`src/rtl/pipe_ctrl.sv`:
```
// Stall/flush sequencer: prioritises memory wait > mul/div > taken branch > load-use into per-stage controls.
// Controls are combinational from state and inputs (same-cycle effect); counters are registered, one cycle behind.
module pipe_ctrl #(
    parameter int MDU_CYCLES = 4,
    parameter int CNT_W      = 32
) (
    input  logic             clk,
    input  logic             rst,
    input  logic             lu_hazard,
    input  logic             br_taken,
    input  logic             dmem_req,
    input  logic             dmem_ready,
    input  logic             mdu_start,
    input  logic             clr_cnt,
    output logic             stall_PC,
    output logic             stall_ID,
    output logic             stall_EX,
    output logic             stall_MEM,
    output logic             bubble_EX,
    output logic             bubble_MEM,
    output logic             bubble_WB,
    output logic             flush_ID,
    output logic             flush_EX,
    output logic             mdu_busy,
    output logic [CNT_W-1:0] stall_cnt,
    output logic [CNT_W-1:0] flush_cnt
);

    localparam int MDU_CW = $clog2(MDU_CYCLES);
    localparam logic [MDU_CW-1:0] MDU_LOAD = MDU_CW'(MDU_CYCLES - 2);

    typedef enum logic [1:0] {
        RUN      = 2'd0,
        MEM_WAIT = 2'd1,
        MDU_BUSY = 2'd2
    } state_t;

    state_t             state_q, state_d;
    logic [MDU_CW-1:0]  mdu_cnt_q, mdu_cnt_d;
    logic [CNT_W-1:0]   stall_cnt_q, stall_cnt_d;
    logic [CNT_W-1:0]   flush_cnt_q, flush_cnt_d;

    logic memwait;
    logic mem_act;
    logic mdu_act;
    logic br_act;
    logic lu_act;

    // A memory wait raised during MDU_BUSY still wins the controls; the MDU count runs on underneath.
    always_comb begin
        memwait = dmem_req & ~dmem_ready;
        mem_act = ~rst & ((state_q == MEM_WAIT) | memwait);
        mdu_act = ~rst & ~mem_act &
                  ((state_q == MDU_BUSY) | ((state_q == RUN) & mdu_start));
        br_act  = ~rst & ~mem_act & ~mdu_act & br_taken;
        lu_act  = ~rst & ~mem_act & ~mdu_act & ~br_taken & lu_hazard;

        stall_PC   = mem_act | mdu_act | lu_act;
        stall_ID   = mem_act | mdu_act | lu_act;
        stall_EX   = mem_act | mdu_act;
        stall_MEM  = mem_act;
        bubble_EX  = lu_act;
        bubble_MEM = mdu_act;
        bubble_WB  = mem_act;
        flush_ID   = br_act;
        flush_EX   = br_act;
        mdu_busy   = ~rst & (state_q == MDU_BUSY);
        stall_cnt  = stall_cnt_q;
        flush_cnt  = flush_cnt_q;
    end

    always_comb begin
        state_d   = state_q;
        mdu_cnt_d = mdu_cnt_q;
        case (state_q)
            RUN: begin
                if (memwait) begin
                    state_d = MEM_WAIT;
                end else if (mdu_start) begin
                    state_d   = MDU_BUSY;
                    mdu_cnt_d = MDU_LOAD;
                end
            end
            MEM_WAIT: begin
                if (dmem_ready) begin
                    state_d = RUN;
                end
            end
            MDU_BUSY: begin
                if (mdu_cnt_q == '0) begin
                    state_d = RUN;
                end else begin
                    mdu_cnt_d = mdu_cnt_q - MDU_CW'(1);
                end
            end
            default: state_d = RUN;
        endcase
    end

    always_comb begin
        stall_cnt_d = stall_cnt_q;
        flush_cnt_d = flush_cnt_q;
        if (clr_cnt) begin
            stall_cnt_d = '0;
            flush_cnt_d = '0;
        end else begin
            if (stall_PC && (stall_cnt_q != '1)) begin
                stall_cnt_d = stall_cnt_q + CNT_W'(1);
            end
            if (flush_ID && (flush_cnt_q != '1)) begin
                flush_cnt_d = flush_cnt_q + CNT_W'(1);
            end
        end
    end

    always_ff @(posedge clk) begin
        if (rst) begin
            state_q     <= RUN;
            mdu_cnt_q   <= '0;
            stall_cnt_q <= '0;
            flush_cnt_q <= '0;
        end else begin
            state_q     <= state_d;
            mdu_cnt_q   <= mdu_cnt_d;
            stall_cnt_q <= stall_cnt_d;
            flush_cnt_q <= flush_cnt_d;
        end
    end

endmodule

```
`config.mk`:
```
export PLATFORM = sky130hd
export DESIGN_NAME = pipe_ctrl
export DESIGN_NICKNAME = d
export VERILOG_FILES = /design/src/rtl/pipe_ctrl.sv
export SDC_FILE = /design/constraint.sdc
export NUM_CORES = 1
export LEC_CHECK = 0
export CORE_MARGIN = 2
export CORE_UTILIZATION = 49
export CTS_CLUSTER_SIZE = 8
export DETAILED_ROUTE_END_ITERATION = 7
export GPL_TIMING_DRIVEN = 0
export HOLD_SLACK_MARGIN = 0.08
export PLACE_DENSITY_LB_ADDON = 0.12
export SYNTH_ARGS = -nofsm -noshare
export SYNTH_HDL_FRONTEND = slang
export SYNTH_SLANG_ARGS = --single-unit
```
`constraint.sdc`:
```
create_clock -name clk -period 3.06 [get_ports clk]
set_clock_uncertainty 0.15 [all_clocks]
set_input_delay 0.612 -clock clk [delete_from_list [all_inputs] [get_ports clk]]
set_output_delay 0.612 -clock clk [all_outputs]
set_load 0.01 [all_outputs]
```
After elaboration in Yosys (flattened, before gate mapping)
Cells that the tools add are included.
Word-level totals
  bits in registers: 68
  latch bits: 0
  RAM bits: 0
  memory bits (read-only): 0
  bits of input ports: 8
  output and inout bits: 74
  logic and storage cells: 52
  memories: 0
Operators by class
  add/subtract/negate cells: 3
  multiply operators: 0
  div/mod/pow operators: 0
  order comparisons: 0
  equality and inequality tests: 10
  shifts and indexed selects: 0
  multiplexer cells: 8
  bitwise gates (word level): 19
  reductions and logical operators: 8
Operators with widths (number)
  adder 32 x 1 -> 32 bit (second input constant): 2
  inequality test 32 bit (second input constant): 2
  2-to-1 mux 2 bit: 6
  bitwise AND 1 bit: 10
  inequality test 2 bit (second input constant): 4
  case mux 2 bit (3 select lines): 1
  inverter 1 bit: 5
  logical NOT 2 bit: 2
  OR 1 bit: 4
  case mux 2 bit (2 select lines): 1
  AND reduction 4 bit: 1
  inequality test 3 bit (second input constant): 1
  AND reduction 3 bit: 1
  equality test 2 x 1 -> 1 bit (second input constant): 1
  equality test 2 bit (second input constant): 1
  logical AND 1 bit: 2
  inequality test 2 x 1 -> 1 bit (second input constant): 1
  nonzero test 2 bit: 1
  OR reduction 2 bit: 1
  subtractor 2 x 1 -> 2 bit (second input constant): 1

Longest topological paths before layout
  depth in word-level cells: 13
  mapped depth: 9
  mapped depth without buffers: 7

Least setup slack after synthesis
Ideal clock, no wire load.
  kind: in2out
  start point: input mdu_start
  end point: output stall_PC
  data arrival time: 2.133 ns
  required time: 2.298 ns
  setup slack: 0.165 ns
  stages on the path: 4
  buffers on the path: 1
  path through: or3_4 -> a221oi_1 -> nor2_1 -> buf_4
On the way
  longest elaborated chain between the ends: 8
  elaborated cells between the ends (all ways): 9
  classes of those cells: bitwise: 9
Ends and longest elaborated chain
  start, declared: RTL line 13  | input logic mdu_start,
  bitwise AND 1 bit *: RTL line 54  | ((state_q == MDU_BUSY) | ((state_q == RUN) & mdu_start));
  OR 1 bit *: RTL line 54
  bitwise AND 1 bit *: RTL line 53  | mdu_act = ~rst & ~mem_act &
  inverter 1 bit: RTL line 56  | lu_act = ~rst & ~mem_act & ~mdu_act & ~br_taken & lu_hazard;
  bitwise AND 1 bit (3 in series): RTL line 56
  OR 1 bit *
  end, declared: RTL line 15  | output logic stall_PC,
Every way passes the cells marked *; elsewhere a longest branch is shown, timed or not.

Worst setup path in the final report
  start point: input mdu_start
  end point: output stall_PC
On the way
  longest elaborated chain between the ends: 8
  elaborated cells between the ends (all ways): 9
  classes of those cells: bitwise: 9
Ends and longest elaborated chain
  bitwise AND 1 bit *: RTL line 54
  OR 1 bit *: RTL line 54
  bitwise AND 1 bit *: RTL line 53
  inverter 1 bit: RTL line 56
  bitwise AND 1 bit (3 in series): RTL line 56
  OR 1 bit *: RTL line 58  | stall_PC = mem_act | mdu_act | lu_act;
Marked as above.

==> results_dict.tcl <==
set metrics [dict create \
    status "completed" \
    worstPathArrival_ns 2.19 \
    async_flop_share 0 \
    cts_sinks 68 \
    power_frac_seq 0.515 \
    grt_pass1_wl_um 13500 \
    critPathKind "input port to primary output" \
    comb_power_share 0.065 \
    fin_crit_ns 2.95 \
    dieWidth_um 86.4 \
    use_met2 0.341 \
    final_util 0.670 \
    antenna_left 0 \
    fmax_mhz 339 \
    avgRoutedWirePerCell_um 13.9 \
    n_fill_cell 579 \
    synth_cells 407 \
    worst_pin_slew_ns 0.763 \
    num_vias 3219 \
    fin_area_um2 4470 \
    synth_top_area_share 0.409 \
    intPower_mw 1.33 \
    final-setup-viol-count 0 \
    rows 30 \
    drive_above_1_share 0.0693 \
    cp-start-kind "input port" \
    reg2reg_to "flush_cnt[29]$_SDFFE_PP0P_" \
    synthXorXnorAreaFrac 0.134 \
    synthMuxAreaShare 0 \
    relSlewSlack 0.485 \
    syn_avg_cell_area_um2 8.18 \
    synth_top_family_by_area "simple AND/OR/NAND/NOR gates" \
    synth_seq_area_share 0.409 \
    p_sw_frac 0.235 \
    r2r-start "flush_cnt[0]$_SDFFE_PP0P_" \
    busiest_layer "met2" \
    fin_crit_sh 0.964 \
    max-cap-violations 0 \
    start_util 0.498 \
    peakVddDrop_uv 247 \
    power.density_nw_per_um2 388 \
    final.setup.tns_ns 0 \
    rr_worst_depth 8 \
    r2r_slack_ns 0.26 \
    ys_top_cells_by_count "dfxtp_1 (68), nor2_1 (67), xor2_1 (34), nand4_1 (28), nand3_1 (27)" \
    ctsHoldBuffers 0 \
    synth-simple-area-share 0.335 \
    h-tree-depth 3 \
    drtIter0Drc 133 \
    use_met1 0.311 \
    dpl.hpwl_um 5770 \
    critPathRequiredTime_ns 2.30 \
    yosysWarnings 0 \
    grt_use_met3 0.0600 \
    ys.flop_type "dfxtp_1" \
    yosys.area.top_type "dfxtp_1" \
    clk_transition_reported_paths_ns 0.07 \
    leakage_nw 1.43 \
    synth_area_um2 3330 \
    hold_viol_final 0 \
    grt_max_degree 12 \
    grt_antenna_before_repair 0 \
    synth-compound-area-share 0.0737 \
    grt_pass1_vias 2981 \
    yosysMostFrequentCell "dfxtp_1" \
    ys_types 42 \
    core_um2 6680 \
    root_buffer "clkbuf_8" \
    seqCellArea_um2 1360 \
    syn2layout_area_growth_pct 34.4 \
    multiInputGateArea_um2 1880 \
    ios 82 \
    worstHoldStart "mdu_cnt_q[1]$_SDFFE_PP0P_" \
    die-area_um2 7470 \
    switchingPower_uw 407 \
    clk_latency_ns 0.35 \
    drtPass1Iterations 4 \
    p_clk_frac 0.420 \
    holdPathStages 2 \
    cts_tree "done" \
    critPathMaxFanout 3 \
    whs_endpoint "mdu_cnt_q[1]$_SDFFE_PP0P_" \
    nets 512 \
    finalMaxSlewViolations 0 \
    rsz0062_at_grt "no" \
    synth_fa_ha_area_frac 0.0113 \
    via_per_inst 5.50 \
    n_antenna_cell 0 \
    cts_buffers 9 \
    track_usage 0.226 \
    placed_area_um2 4230 \
    syn_nets 418 \
    port_buffers 80 \
    wirelength_um 8140 \
    synth_edf_count 0 \
    yosys-top-cells-area "dfxtp_1 (41%), xor2_1 (8.9%), nor2_1 (7.6%)" \
    cts.path.max_buffers 2 \
    grt_overflow 0 \
    synth-seq-cells 68 \
    critPathCaptureType "primary output" \
    die_h_um 86.4 \
    route.detailed.drc 0 \
    gp_congestion 0.810 \
    hold_path.class "flop to flop" \
    holdWs_ns 0.328 \
]
worst max path at each step:
| stage | startpoint | endpoint | cells after the start |
|---|---|---|---|
| 2_1_floorplan | mdu_start | stall_PC | 4 |
| 4_1_cts | dmem_req | bubble_EX | 5 |
| 3_5_place_dp | mdu_start | stall_PC | 6 |
| 3_3_place_gp | mdu_start | stall_PC | 6 |
| 6_report | mdu_start | stall_PC | 6 |
| 5_1_grt | dmem_req | stall_cnt[31]$_SDFFE_PP0P_ | 8 |
cells by family after synthesis:
kind of cell    Yosys count
simple gates            217
xor+xnor                 51
flops                    68
fa+ha+maj                 3
compound gates           39
buf+inv                  29
critical path, stage by stage:
cell and delay [ns]:
dlygate4sd2_1 0.26, or3_4 0.43, a221oi_4 0.39, nor2_4 0.09
buf_4 0.14, dlygate4sd2_1 0.27
area by class of cell:
class,count,area share
Clock buffer,10,0.0308
Timing Repair Buffer,83,0.183
Buffer,23,0.0227
Tap cell,80,0.0224
Multi-Input combinational cell,310,0.420
Clock inverter,5,0.0117
Sequential cell,68,0.304
Inverter,6,0.00503
state kept, by name (all words and copies together) (netlist names):
register	count
mdu_cnt_q	2
stall_cnt	32
flush_cnt	32
state_q	2
per-stage QoR:
stage | setup WS [ns] | instances | power (mW)
after floorplan | 0.165 | 407 | 0.975
after detailed placement | -1.12 | 567 | 1.02
after global placement | -1.08 | 567 | 1.02
final | 0.110 | 585 | 1.73
after CTS | 0.134 | 585 | 1.75
after global routing | 0.0336 | 585 | 1.79
placed cells by master, fill, tap and decap left out, types with 2 or more instances in the layout:
cell,n
a21oi_1,18
and2_1,2
and3_1,10
and4_1,6
buf_1,2
buf_2,2
buf_4,6
clkbuf_1,15
clkbuf_8,10
clkdlybuf4s50_1,75
clkinv_2,3
dfxtp_1,68
dlygate4sd2_1,4
ha_1,3
inv_1,6
nand2_1,26
nand2b_1,2
nand3_1,27
nand3b_1,2
nand4_1,28
nand4b_1,2
nor2_1,66
nor2b_1,3
nor3_1,13
nor4_1,7
o21ai_0,12
or3_1,10
or4_1,3
xnor2_1,17
xor2_1,34
timing repair:
item                                   in CTS  in global routing
buffers inserted                            3                  0
setup endpoints to repair                  10                  0
endpoints found under the hold margin       0                  0
gates resized for setup                    14                  0
power by group through the flow:
stage	clock [mW]	sequential, mW	combinational (mW)
2_1_floorplan	0	0.913	0.0628
3_3_place_gp	0	0.913	0.104
3_5_place_dp	0	0.913	0.105
4_1_cts	0.742	0.892	0.113
5_1_grt	0.776	0.893	0.124
6_report	0.729	0.893	0.113
routing by layer:
metal / routed length, um / part of all wire
met5: 0 / 0
met4: 136 / 0.017
met3: 461 / 0.057
met2: 3650 / 0.45
met1: 3890 / 0.48
Note: power is estimated with default switching activity, not from simulation.
